`src/rtl/ram_ctrl_pkg.sv`:
```
// Shared types and defaults for the lab5 pattern-RAM access controller.
package ram_ctrl_pkg;

  localparam int RAM_ADDR_W = 9;
  localparam int RAM_DATA_W = 4;
  localparam int DEPTH      = 2 ** RAM_ADDR_W;

  // Which requester issued the read whose data returns next cycle.
  typedef enum logic [1:0] {
    OWN_NONE = 2'd0,
    OWN_RD   = 2'd1,
    OWN_DISP = 2'd2
  } owner_e;

endpackage

```
`src/rtl/ram_access_ctrl_btn_sync_edge.sv`:
```
// btn_sync_edge: 2-flop synchronizer plus rising-edge detector for one button.
// All three flops reset to 1 so a button held through reset never produces
// an event once reset is released.
module btn_sync_edge (
  input  logic clk,
  input  logic rst_n,
  input  logic btn_i,
  output logic rise_o
);

  logic s1_q, s2_q, hist_q;

  // Synchronize the asynchronous button and remember the previous level.
  always_ff @(posedge clk or negedge rst_n) begin
    if (!rst_n) begin
      s1_q   <= 1'b1;
      s2_q   <= 1'b1;
      hist_q <= 1'b1;
    end else begin
      s1_q   <= btn_i;
      s2_q   <= s1_q;
      hist_q <= s2_q;
    end
  end

  assign rise_o = s2_q & ~hist_q;

endmodule

```
`src/rtl/ram_access_ctrl.sv`:
```
// ram_access_ctrl: cursor/editor sequencer and three-way arbiter for the
// single-port 512x4 pattern RAM. Optional cursor readback is enabled by
// defining CURSOR_READBACK_EN; the default build omits it.
module ram_access_ctrl
  import ram_ctrl_pkg::*;
#(
  parameter int ADDR_W = RAM_ADDR_W,
  parameter int DATA_W = RAM_DATA_W
) (
  input  logic              clk,
  input  logic              rst_n,
  input  logic              btn_write,
  input  logic              btn_inc,
  input  logic              btn_dec,
  input  logic [DATA_W-1:0] sw,
  output logic [ADDR_W-1:0] cursor,
  input  logic              disp_req,
  input  logic [ADDR_W-1:0] disp_addr,
  output logic              disp_gnt,
  output logic              disp_rvalid,
  output logic [DATA_W-1:0] disp_rdata,
  output logic [ADDR_W-1:0] ram_addr,
  output logic              ram_we,
  output logic [DATA_W-1:0] ram_wdata,
  input  logic [DATA_W-1:0] ram_rdata,
  output logic              wr_pending,
  output logic [DATA_W-1:0] cur_data,
  output logic              cur_valid
);

  logic              wr_ev, inc_ev, dec_ev;
  logic [DATA_W-1:0] sw_s1_q, sw_s2_q;
  logic [ADDR_W-1:0] cursor_q, cursor_d;
  logic [ADDR_W-1:0] wr_addr_q;
  logic [DATA_W-1:0] wr_data_q;
  logic              wr_pending_q, wr_pending_d;
  logic              d_starved_q, d_starved_d;
  owner_e            owner_q, owner_d;
  logic              rd_pending;
  logic              d_req, w_win, r_win, d_win;

  btn_sync_edge u_sync_wr  (.clk(clk), .rst_n(rst_n), .btn_i(btn_write), .rise_o(wr_ev));
  btn_sync_edge u_sync_inc (.clk(clk), .rst_n(rst_n), .btn_i(btn_inc),   .rise_o(inc_ev));
  btn_sync_edge u_sync_dec (.clk(clk), .rst_n(rst_n), .btn_i(btn_dec),   .rise_o(dec_ev));

  // Switch bits only need synchronizing, no edge detection.
  always_ff @(posedge clk or negedge rst_n) begin
    if (!rst_n) begin
      sw_s1_q <= '0;
      sw_s2_q <= '0;
    end else begin
      sw_s1_q <= sw;
      sw_s2_q <= sw_s1_q;
    end
  end

  // Arbiter: a starved display wins outright, otherwise W > R > D.
  always_comb begin
    d_req       = disp_req & rst_n;
    d_win       = d_req & (d_starved_q | (~wr_pending_q & ~rd_pending));
    w_win       = wr_pending_q & ~d_win;
    r_win       = rd_pending & ~wr_pending_q & ~d_win;
    d_starved_d = d_req & ~d_win;
    owner_d     = d_win ? OWN_DISP : (r_win ? OWN_RD : OWN_NONE);
    ram_addr    = cursor_q;
    if (d_win)      ram_addr = disp_addr;
    else if (w_win) ram_addr = wr_addr_q;
  end

  // Cursor moves wrap naturally; simultaneous inc and dec cancel.
  always_comb begin
    cursor_d = cursor_q;
    if (inc_ev && !dec_ev)      cursor_d = cursor_q + 1'b1;
    else if (dec_ev && !inc_ev) cursor_d = cursor_q - 1'b1;
    wr_pending_d = wr_ev | (wr_pending_q & ~w_win);
  end

  // Control state: cursor, queue flag, fairness flag, read owner.
  always_ff @(posedge clk or negedge rst_n) begin
    if (!rst_n) begin
      cursor_q     <= '0;
      wr_pending_q <= 1'b0;
      d_starved_q  <= 1'b0;
      owner_q      <= OWN_NONE;
    end else begin
      cursor_q     <= cursor_d;
      wr_pending_q <= wr_pending_d;
      d_starved_q  <= d_starved_d;
      owner_q      <= owner_d;
    end
  end

  // Write entry payload; captures the cursor before this cycle's move.
  always_ff @(posedge clk) begin
    if (wr_ev) begin
      wr_addr_q <= cursor_q;
      wr_data_q <= sw_s2_q;
    end
  end

`ifdef CURSOR_READBACK_EN
  logic              init_q, rd_pending_q, cur_valid_q, rd_trig;
  logic [DATA_W-1:0] cur_data_q;

  assign rd_trig = ~init_q | (inc_ev ^ dec_ev) | w_win;

  // Readback tracking; a trigger during the grant cycle keeps rd_pending set,
  // which marks the following return as stale.
  always_ff @(posedge clk or negedge rst_n) begin
    if (!rst_n) begin
      init_q       <= 1'b0;
      rd_pending_q <= 1'b0;
      cur_valid_q  <= 1'b0;
      cur_data_q   <= '0;
    end else begin
      init_q       <= 1'b1;
      rd_pending_q <= rd_trig | (rd_pending_q & ~r_win);
      if (rd_trig) begin
        cur_valid_q <= 1'b0;
      end else if (owner_q == OWN_RD && !rd_pending_q) begin
        cur_valid_q <= 1'b1;
        cur_data_q  <= ram_rdata;
      end
    end
  end

  assign rd_pending = rd_pending_q;
  assign cur_data   = cur_data_q;
  assign cur_valid  = cur_valid_q;
`else
  assign rd_pending = 1'b0;
  assign cur_data   = '0;
  assign cur_valid  = 1'b0;
`endif

  assign cursor      = cursor_q;
  assign wr_pending  = wr_pending_q;
  assign disp_gnt    = d_win;
  assign ram_we      = w_win;
  assign ram_wdata   = wr_data_q;
  assign disp_rvalid = (owner_q == OWN_DISP);
  assign disp_rdata  = ram_rdata;

endmodule
```
`config.mk`:
```
export PLATFORM = sky130hd
export DESIGN_NAME = ram_access_ctrl
export DESIGN_NICKNAME = d
export VERILOG_FILES = /design/src/rtl/ram_ctrl_pkg.sv /design/src/rtl/ram_access_ctrl_btn_sync_edge.sv /design/src/rtl/ram_access_ctrl.sv
export SDC_FILE = /design/constraint.sdc
export NUM_CORES = 1
export LEC_CHECK = 0
export CORE_UTILIZATION = 50
export DETAILED_ROUTE_END_ITERATION = 12
export PLACE_DENSITY = 0.95
export SYNTH_ARGS = -nofsm -noshare
export SYNTH_HDL_FRONTEND = slang
export SYNTH_SLANG_ARGS = --single-unit
```
`constraint.sdc`:
```
create_clock -name clk -period 4.7 [get_ports clk]
set_input_delay 1.41 -clock clk [delete_from_list [all_inputs] [get_ports clk]]
set_output_delay 1.41 -clock clk [all_outputs]
set_load 0.01 [all_outputs]
```
==> metrics <==
hold_sp sw_s1_q[0]$_DFF_PN0_; Total Power 1420 uW; met3 routed WL ~230 um; CTS sink cnt 42; largest net degree at the start of global routing 30; Initial Utilization 0.527; Core ar. about 3700 um^2; Root Driver clkbuf_8; Reg-to-Reg Start u_sync_inc.s2_q$_DFF_PN1_; io pins a little under 60; n_diodes 0; M1 WL 1500 um; synthesized-area fraction occupied by adder cells 0.0613; Via density 5.15; Synth Area in Compound Gates 0.137; Worst Max-Slew Pin Slew around 1.2 ns; hold depth 0; fillcell total 270; Comb pwr share 0.435; Die ar. 4170 um^2; detailed-placement wirelength estimate between 2000 and 3000 um; RSZ-0062 raised after global routing no; IO Port Bufs 44; Cell Area, Synth roughly 2000 um^2; Finished Layout Cells between 200 and 300; Post-Synth XOR/XNOR Area 0.0268; post-synthesis mux area share 0.0511; # setup viols final 0; Worst Skew approximately 0.0071 ns; Int Pwr between 900 and 1000 uW; Final period util 0.946; dpl cells 246; critical path fanouts, max 22; post-CTS resize count 0; crit path DAT 3.04 ns; initial DRC count 54; Pre-antenna DRT Iters 4; Die H ~65 um; Final Util 0.675; Worst R2R End cursor[8]$_DFFE_PN0P_; Synth Area in Simple Gates 0.0843; Net Sw Frac 0.344; H-tree depth 2; Synth Warn # 0; Max stage delay on crit path approximately 0.57 ns; # hold bufs at CTS 0; max_slew headroom 0.174; Worst-Skew Late Latency approximately 0.3 ns; Buf/Inv on CP 3; P&R area growth vs syn 28.1%; count of final max-slew check failures 0; DR WL/cell 14.0 um; worst min path class flip-flop to flip-flop; FF+latch count, synth 42; Total GRT Usage 0.190; row cnt 22; Worst R2R Setup Slack approximately 1.9 ns; post-CTS repair timing setup buffer count 0; Hold Vio Cnt, Final 0; Crit. path cell count 7; vias after detailed routing between 1000 and 1500; remaining antenna violation count after routing 0; Leak around 0.0010 uW; pwr/cell area 568 nW/um^2; GRT Residual Overflow 0; layout cells sized above 1 0.117; CTS tree built; cell count after synthesis around 160; Num CTS Buffers 5; GPL Wtd Cong 0.898; min cycle time layout 4.45 ns; Worst path slowest cell clkdlybuf4s50_1; sequential power share 0.368; vias in the first global route 1230; delay-heaviest family, CP buffers and inverters; critical-path cell list clkdlybuf4s50_1, nand2_1, a21oi_1, buf_4, nand2_1, o21ai_0, clkdlybuf4s50_1; Die Span X ~65 um; clock power share 0.197; NetSw 490 uW; DRT Wirelength about 3600 um; f_max roughly 0.22 GHz; number of max-cap violations 0; post-synthesis sequential area ratio 0.576; top sig layer met4; crit start category input pin; global-route wire length before repair roughly 5800 um; Required @ worst endpoint 3.29 ns; largest family of logic cells by synthesized area compound AO/OA/AOI/OAI gates; DRC 0; outcome finished, final reports clean; setup_tns 0 ns; Hold Path Sink sw_s2_q[0]$_DFF_PN0_; nets roughly 240; WS Path Type input pin to primary output; average size of a mapped cell roughly 12 um^2; peak supply drop around 220 uV; metal2 WL between 1500 and 2000 um; R2R cell count 9; initial antenna violation count 0; Clock Pin Slew Worst Setup and Hold Paths around 0.080 ns; Synth cell types 37; CTS Buffer Depth 2; CP endpoint kind primary output
-- how the worst max path moves through the flow --
stage | end | start | slack [ns]
after floorplan | ram_addr[0] | disp_req | 1.08
after global placement | ram_addr[1] | rst_n | 0.30
after detailed placement | ram_addr[4] | rst_n | 0.26
after CTS | ram_addr[4] | rst_n | 0.26
after global routing | ram_addr[2] | rst_n | 0.15
final | ram_addr[4] | rst_n | 0.25
-- worst reg2reg max path, delay by kind of cell, from the launching register on --
kind,cells,cell delay [ns]
adders and majority gates,2,0.71
buffers and inverters,1,0.23
AOI/OAI and AO/OA,4,0.90
DFF,1,0.54
and+or+nand+nor,2,0.29
-- cells by family after synthesis --
logic type | after synthesis
DFF | 42
other | 1
and+or+nand+nor | 34
muxes | 10
xor gates and xnor gates | 6
adders and majority gates | 9
AOI/OAI and AO/OA | 39
buffers and inverters | 21
-- synth_stat cells (all sizes together) --
library cell  number  area [um^2]
nand2             20         75.1
xnor2              1         8.76
nor2               2         7.51
ha                 8          100
nor2b              4         32.5
clkbuf             3         11.3
o2111a             1         11.3
a31oi              1         6.26
nand2b             1         6.26
dfstp              9          236
nor3               2         10.0
xor2               5         43.8
o211ai             5         42.5
a211oi             1         7.51
o21a               3         22.5
edfxtp            13          390
nor3b              1         7.51
and3               1         7.51
a21o               3         22.5
buf               11         83.8
or3                2         12.5
o31ai              1         7.51
o21ai             15         75.1
fa                 1         20.0
a21oi              6         30.0
inv                7         26.3
o31a               2         26.3
dfrtp             20          500
conb               1         3.75
or2                1         6.26
mux2i             10          100
o41ai              1         16.3
-- metal layers --
metal / vias up / track usage
met2: 54 / 0.322
met1: 607 / 0.223
met3: 6 / 0.0440
li1: 640 / -
met4: 0 / 0.100
met5: - / 0
-- power groups by stage --
stage               registers, uW  logic [uW]  clock network [uW]
finish                        524         619                 280
global route                  534         684                 300
CTS                           526         623                 285
detailed placement            532         613                   0
global placement              524         588                   0
floorplan                     528         379                   0
-- flip-flops by register name, indices dropped and copies added, names as in the netlist, 4 cells and up --
| signal | count |
|---|---|
| wr_addr_q | 9 |
| sw_s1_q | 4 |
| cursor | 9 |
| ram_wdata | 4 |
| sw_s2_q | 4 |
-- through the flow --
stage	hold WS (ns)	setup WS [ns]	instance area [um^2]
after floorplan	0.331	1.08	1970
after global placement	0.333	0.305	2390
after detailed placement	0.336	0.258	2390
after CTS	0.355	0.256	2510
after global routing	0.366	0.147	2510
final	0.352	0.254	2510
-- cell usage in the layout, fill, tap and decap left out, types with 3 or more instances in the layout --
cell type / Yosys / routed
xor2_1: 5 / 5
clkbuf_8: 0 / 5
edfxtp_1: 13 / 13
o211ai_1: 4 / 4
ha_1: 8 / 8
inv_1: 7 / 7
a21o_1: 3 / 3
a21oi_1: 6 / 6
mux2i_1: 10 / 10
conb_1: 1 / 5
dfrtp_1: 20 / 20
nand2_1: 20 / 20
dfstp_2: 9 / 9
o21a_1: 3 / 3
nor2b_1: 3 / 3
o21ai_0: 15 / 15
clkdlybuf4s50_1: 0 / 44
-- cell type report --
type | instances | area (um^2) | share of cell area
Clock buffer | 5 | 68.8 | 0.0274
Clock inverter | 3 | 45.0 | 0.0180
Multi-Input combinational cell | 103 | 724 | 0.289
Inverter | 7 | 26.3 | 0.0105
Sequential cell | 42 | 1130 | 0.450
Tap cell | 48 | 60.1 | 0.0240
Timing Repair Buffer | 46 | 455 | 0.182
No activity file was read; power rests on OpenSTA's default activity.
